<file path="config.mk">
export PLATFORM = sky130hd
export DESIGN_NAME = mem_port_arbiter
export DESIGN_NICKNAME = d
export VERILOG_FILES = /design/src/rtl/mem_port_arbiter.sv
export SDC_FILE = /design/constraint.sdc
export NUM_CORES = 1
export LEC_CHECK = 0
export ABC_AREA = 1
export CAP_MARGIN = 20
export CORE_UTILIZATION = 30
export CTS_CLUSTER_SIZE = 40
export DETAILED_ROUTE_END_ITERATION = 8
export GPL_TIMING_DRIVEN = 0
export PLACE_DENSITY = 0.65
export SYNTH_ARGS = -nofsm -noshare
export SYNTH_HDL_FRONTEND = slang
export SYNTH_SLANG_ARGS = --single-unit
</file>
<file path="constraint.sdc">
create_clock -name clk -period 4.7 [get_ports clk]
set_input_delay 0.47 -clock clk [delete_from_list [all_inputs] [get_ports clk]]
set_output_delay 0.47 -clock clk [all_outputs]
set_load 0.01 [all_outputs]
</file>
<file path="src/rtl/mem_port_arbiter.sv">
// Fixed-priority arbiter sharing one single-port memory between the fetch (IF) and
// data (DM) ports; data port wins, and a watchdog forces completion on a silent memory.
module mem_port_arbiter #(
  parameter int AW = 32,
  parameter int DW = 32,
  parameter int TIMEOUT = 16,
  parameter logic [DW-1:0] ERR_DATA = DW'(32'hDEADBEEF)
) (
  input  logic          clk,
  input  logic          rst,
  input  logic          if_req,
  input  logic [AW-1:0] if_addr,
  input  logic          if_flush,
  output logic [DW-1:0] if_rdata,
  output logic          if_ready,
  input  logic          dm_req,
  input  logic          dm_we,
  input  logic [AW-1:0] dm_addr,
  input  logic [DW-1:0] dm_wdata,
  output logic [DW-1:0] dm_rdata,
  output logic          dm_ready,
  output logic          mem_en,
  output logic          mem_we,
  output logic [AW-1:0] mem_addr,
  output logic [DW-1:0] mem_wdata,
  input  logic [DW-1:0] mem_rdata,
  input  logic          mem_ack,
  output logic          bus_err
);

  localparam logic [1:0] S_IDLE    = 2'd0;
  localparam logic [1:0] S_DM_BUSY = 2'd1;
  localparam logic [1:0] S_IF_BUSY = 2'd2;
  localparam logic [1:0] S_DONE    = 2'd3;

  localparam int WW = (TIMEOUT > 2) ? $clog2(TIMEOUT) : 1;

  logic [1:0]    state;
  logic          owner_dm;
  logic          kill;
  logic [WW-1:0] wd;
  logic          grant_dm;
  logic          grant_if;
  logic          timeout;
  logic          busy;

  assign busy    = (state == S_DM_BUSY) || (state == S_IF_BUSY);
  assign timeout = (wd == WW'(TIMEOUT - 1));

  // In DONE only the port that did not just complete may be granted; its own req is still high.
  // NOTE: every signal driven here gets a default first so no latch is inferred.
  always_comb begin
    grant_dm = 1'b0;
    grant_if = 1'b0;
    if (state == S_IDLE) begin
      grant_dm = dm_req;
      grant_if = ~dm_req & if_req & ~if_flush;
    end else if (state == S_DONE) begin
      if (owner_dm) grant_if = if_req & ~if_flush;
      else          grant_dm = dm_req;
    end
  end

  // NOTE: state is updated with non-blocking assignments so every register samples pre-edge values.
  always_ff @(posedge clk) begin
    if (rst) begin
      state     <= S_IDLE;
      owner_dm  <= 1'b0;
      kill      <= 1'b0;
      wd        <= '0;
      if_rdata  <= '0;
      if_ready  <= 1'b0;
      dm_rdata  <= '0;
      dm_ready  <= 1'b0;
      mem_en    <= 1'b0;
      mem_we    <= 1'b0;
      mem_addr  <= '0;
      mem_wdata <= '0;
      bus_err   <= 1'b0;
    end else begin
      if_ready <= 1'b0;
      dm_ready <= 1'b0;
      if (busy) begin
        if (state == S_IF_BUSY && if_flush) kill <= 1'b1;
        if (mem_ack || timeout) begin
          state  <= S_DONE;
          mem_en <= 1'b0;
          mem_we <= 1'b0;
          // Ack wins over a coincident timeout; stores leave dm_rdata untouched.
          if (mem_ack) begin
            if (state == S_IF_BUSY) if_rdata <= mem_rdata;
            else if (!mem_we)       dm_rdata <= mem_rdata;
          end else begin
            bus_err <= 1'b1;
            if (state == S_IF_BUSY) if_rdata <= ERR_DATA;
            else                    dm_rdata <= ERR_DATA;
          end
          dm_ready <= (state == S_DM_BUSY);
          if_ready <= (state == S_IF_BUSY) && !kill && !if_flush;
        end else begin
          wd <= wd + WW'(1);
        end
      end else if (grant_dm || grant_if) begin
        state     <= grant_dm ? S_DM_BUSY : S_IF_BUSY;
        owner_dm  <= grant_dm;
        kill      <= 1'b0;
        wd        <= '0;
        mem_en    <= 1'b1;
        mem_we    <= grant_dm & dm_we;
        mem_addr  <= grant_dm ? dm_addr : if_addr;
        mem_wdata <= grant_dm ? dm_wdata : '0;
      end else begin
        state  <= S_IDLE;
        mem_en <= 1'b0;
        mem_we <= 1'b0;
      end
    end
  end

endmodule
</file>
# Yosys cells after proc, flatten, opt, wreduce, memory -nomap -nowiden
# Index checks and enable logic that the tools add are counted.
# Widths: inputs -> output; s select.
[op_classes]
add_sub_neg = 1
muxes = 30
bitwise_logic = 10
reduce_logical = 17
eq_ne = 8
[ops]
columns = ["cell", "n"]
rows = [
  ["$mux 32", 9],
  ["$mux 1", 14],
  ["$mux 4", 3],
  ["$mux 2", 4],
  ["$not 1->1", 6],
  ["$reduce_and 2->1", 3],
  ["$reduce_and 3->1", 2],
  ["$add 4x1->4 const B", 1],
  ["$and 1x1->1", 4],
  ["$eq 2x2->1 const B", 2],
  ["$eq 4x4->1 const B", 1],
  ["$ne 2x1->1 const B", 2],
  ["$ne 2x2->1 const B", 2],
  ["$reduce_and 4->1", 1],
  ["$logic_and 1x1->1", 3],
  ["$logic_or 1x1->1", 3],
  ["$reduce_or 3->1", 1],
  ["$eq 2x1->1 const B", 1],
  ["$logic_not 1->1", 2],
  ["$logic_not 2->1", 1],
  ["$reduce_bool 2->1", 1],
]
[totals]
output_inout_bits = 133
word_cells = 79
regBits = 141
inputBits = 135

# Logic depth before layout (Yosys ltp)
[logic_depth]
ltp_word = 8
mapped_depth = 11
depth_no_buf = 10

# Least setup slack after synthesis
# OpenSTA, ideal clock, no wires.
[synth_timing]
path_type = "register to register"
start = "register state[0]"
end = "register mem_addr[0]"
path_buffers = 1
stages_incl_launch_ff = 10
setup_ns = 0.116
arrival_ns = 1.483
slack_ns = 3.102
synth_period_minus_slack_ns = 1.598
required_time_ns = 4.584
cell_sequence = "dfxtp_1 inv_1 ha_1 inv_2 nand3_2 nand2_4 inv_2 buf_4 nor2_1 nor2_1"
[synth_between]
word_cells_on_any_way = 13
cone_classes = "3 x eq/ne; 5 x mux; 1 x bitwise; 4 x reduce/logical"
[synth_lines]
columns = ["element", "line_no", "source"]
rows = [
  ["from (decl)", "38", "logic [1:0] state;"],
  ["from (signal assigned)", "104", "state <= grant_dm ? S_DM_BUSY : S_IF_BUSY;"],
  ["$eq 2x1->1 or $eq 2x2->1 (tied branches)", "47", "assign busy = (state == S_DM_BUSY) || (state == S_IF_BUSY);"],
  ["$logic_or 1x1->1 *", "47", ""],
  ["net busy", "45", "logic busy;"],
  ["$not 1->1 (no source line) *", "--", ""],
  ["$reduce_and 2->1 (no source line) *", "--", ""],
  ["to (signal assigned)", "110", "mem_addr <= grant_dm ? dm_addr : if_addr;"],
  ["to (decl)", "24", "output logic [AW-1:0] mem_addr,"],
]
# Mark *: on every way through the listed nets, which the timed path passes. The rest lies on a longest branch.
# A chain may end at the register's enable or synchronous reset.

# Worst setup path after layout
[layout_timing]
start = "register state[0]"
end = "register mem_addr[24]"
# Same word-level chain as after synthesis.

==> flow_metrics.env <==
export IMPL_vias=5894
export IMPL_setup_viol=0
export IMPL_met3_length_um=1310
export IMPL_worstPathRequired_ns=5.05
export IMPL_yosys_area_top_type="dfxtp_1"
export IMPL_path_class="reg -> reg"
export IMPL_synth_edf_count=0
export IMPL_chipHeight_um=143
export IMPL_drc_errors=0
export IMPL_synth_seq_cells=141
export IMPL_final_cell_mix="clkdlybuf4s50_1 (267), nand2_1 (238), dfxtp_1 (141), nor2_1 (123), o21ai_0 (60)"
export IMPL_async_flop_share=0
export IMPL_drt_total_wl_um=19200
export IMPL_crit_buf_inv=3
export IMPL_status="completed"
export IMPL_seq_area_frac_synth=0.475
export IMPL_power_share_clock=0.240
export IMPL_path_clk_slew_ns=0.06
export IMPL_crit_start="state[0]$_SDFFE_PP0P_"
export IMPL_power_switching_mw=1.98
export IMPL_r2r_start="state[0]$_SDFFE_PP0P_"
export IMPL_cts_root_buf="clkbuf_16"
export IMPL_crit_chain="inv_1 -> ha_1 -> inv_2 -> nand3_2 -> nand2_4 -> clkbuf_2 -> o21ai_0 -> nor2_1"
export IMPL_netlist_area_um2=5940
export IMPL_io_pins=268
export IMPL_p_per_area_nw_per_um2=568
export IMPL_grt_pass1_wl_um=29700
export IMPL_grt_pass1_vias=5797
export IMPL_die_area_um2=20400
export IMPL_antenna_found_initial=1
export IMPL_mostFrequentLayoutCell="clkdlybuf4s50_1"
export IMPL_synth_top_cell_area_share=0.475
export IMPL_nets=1223
export IMPL_hold_viol=0
export IMPL_path_depth=8
export IMPL_start_util=0.305
export IMPL_critPathTopFamily="buffers and inverters"
export IMPL_synthCells=797
export IMPL_grt_max_degree=17
export IMPL_num_rows=51
export IMPL_syn_to_final_growth_pct=60.2
export IMPL_p_int_mw=3.42
export IMPL_routedWlPerCell_um=14.1
export IMPL_rsz0062_at_grt="no"
export IMPL_peakVddDrop_mv=0.274
export IMPL_tritoncts_num_sinks=141
export IMPL_period_needed_ns=1.95
export IMPL_fin_util=0.489
export IMPL_holdBufCountCts=0
export IMPL_dp_slack_ns=2.54
export IMPL_worst_r2r_endpoint="mem_addr[24]$_SDFFE_PP0P_"
export IMPL_synth_nets=937
export IMPL_p_leak_nw=3.92
export IMPL_final_period_utilization=0.414
export IMPL_cts_buffers=17
export IMPL_reg2reg_slack_ns=2.75
export IMPL_comb_power_share=0.439
export IMPL_portBuffers=267
export IMPL_arrival_ns=2.29
export IMPL_end_kind="flop"
export IMPL_dp_hpwl_um=14400
export IMPL_cts_setup_buffers=0
export IMPL_routed_top_layer="met4"
export IMPL_core_um2=19500
export IMPL_drive_gt1_frac=0.147
export IMPL_avgSynthCellArea_um2=7.45
export IMPL_ys_warn_count=0
export IMPL_cap_violations=0
export IMPL_dr_pass1_iters=4
export IMPL_synth_area_leaders="dfxtp_1 (48%), nand2_1 (15%), nor2_1 (7.8%)"
export IMPL_path_max_fanout=10
export IMPL_min_path_type="reg -> reg"
export IMPL_vias_per_cell=4.33
export IMPL_slew_viol_final=0
export IMPL_gp_congestion=0.808
export IMPL_startpoint_type="flop"
export IMPL_drt_initial_drc_count=288
export IMPL_max_freq_mhz=514
export IMPL_cts_max_path_buffers=2
export IMPL_htree_levels=4
export IMPL_crit_path_end="mem_addr[24]$_SDFFE_PP0P_"
export IMPL_critical_path_max_stage_delay_ns=0.39
export IMPL_ff2ff_path_depth=8
export IMPL_setup_tns_ns=0
export IMPL_wl_met2_um=8840
export IMPL_cts_tree="built"
export IMPL_placed_cell_area_um2=8940
export IMPL_grt_use_total=0.190
export IMPL_fin_skew_ns=0.00997
export IMPL_drtAntennaViolNets=0
export IMPL_relSlewSlack=0.468
export IMPL_worstMarginPinSlew_ns=0.799
export IMPL_grt_remaining_overflow=0
export IMPL_cp_slowest_cell="ha_1"
export IMPL_insertion_delay_ns=0.42
export IMPL_fin_total_pwr_mw=5.40
export IMPL_die_x_um=143
export IMPL_met1_length_um=8450
export IMPL_synth_ff_type="dfxtp_1"
export IMPL_switching_share=0.367
export IMPL_hold_depth=1
export IMPL_power_frac_seq=0.321
export IMPL_setup_ws_ns=2.75
export IMPL_synth_cell_types=27
export IMPL_postCtsResizedCells=0
export IMPL_final_area_um2=9510
-- cell type report --
class	instances	area (um2)
diodes	1	2.50
plain buffers	47	284
clock buffers	19	453
clock inverters	13	115
fillers	1933	9950
inverters	30	118
multi-input cells	579	2720
flip-flops and latches	141	2820
well taps	265	332
repair buffers	267	2670
-- layer usage --
metal | vias up | GRT usage
li1 | 3077 | -
met1 | 2610 | 0.222
met2 | 175 | 0.320
met3 | 32 | 0.0634
met4 | 0 | 0.0707
met5 | - | 0
-- power groups by stage --
| stage | Sequential, mW | Clock [mW] | Combinational [mW] |
|---|---|---|---|
| final | 1.73 | 1.30 | 2.37 |
| after global routing | 1.78 | 1.39 | 2.62 |
| after CTS | 1.74 | 1.33 | 2.41 |
| after detailed placement | 1.75 | 0 | 2.40 |
| after global placement | 1.75 | 0 | 2.38 |
| after floorplan | 1.90 | 0 | 1.12 |
-- per-stage QoR --
step                      hold WS [ns]  instances
after CTS                        0.425       1361
after global placement           0.409       1329
final                            0.427       1362
after global routing             0.448       1362
after floorplan                  0.398        797
after detailed placement         0.420       1329
-- kinds of logic (layout without fill, tap and decap cells) --
family                     after synthesis  count (layout)  share of synthesized area
DFF                                    141             141                      0.475
buffers and inverters                   77             376                     0.0676
AOI/OAI and AO/OA                      108             108                      0.110
adders and majority gates                5               5                     0.0105
other                                    0               1                          0
and+or+nand+nor                        466             466                      0.336
-- sequential cells by signal (all words and copies together), names as in the netlist --
register / flops
if_rdata: 32
dm_ready: 1
state: 2
owner_dm: 1
mem_addr: 32
if_ready: 1
mem_en: 1
dm_rdata: 32
mem_we: 1
mem_wdata: 32
wd: 4
bus_err: 1
kill: 1
-- worst register-to-register path, cell delays in order, from the launching register on --
cell and delay [ns]:
dfxtp_1 0.38, inv_1 0.10, ha_1 0.39, inv_2 0.19, nand3_2 0.18, nand2_4 0.16, clkbuf_2 0.26, o21ai_0 0.11
nor2_1 0.12
-- how the worst min path moves through the flow --
| stage | from | to | slack, ns |
|---|---|---|---|
| 6_report | kill$_SDFFE_PP0P_ | if_ready$_SDFF_PP0_ | 0.43 |
| 5_1_grt | kill$_SDFFE_PP0P_ | if_ready$_SDFF_PP0_ | 0.45 |
| 4_1_cts | kill$_SDFFE_PP0P_ | if_ready$_SDFF_PP0_ | 0.42 |
| 3_5_place_dp | kill$_SDFFE_PP0P_ | if_ready$_SDFF_PP0_ | 0.42 |
| 3_3_place_gp | kill$_SDFFE_PP0P_ | if_ready$_SDFF_PP0_ | 0.41 |
| 2_1_floorplan | kill$_SDFFE_PP0P_ | if_ready$_SDFF_PP0_ | 0.40 |
-- synthesized netlist by cell type, drive strengths merged, types with 5 or more instances --
library cell / count
a21oi: 47
buf: 32
clkbuf: 15
dfxtp: 141
ha: 5
inv: 29
nand2: 273
nand3: 38
nor2: 126
o21ai: 60
or2: 26
Note: power is estimated with default switching activity, not from simulation.
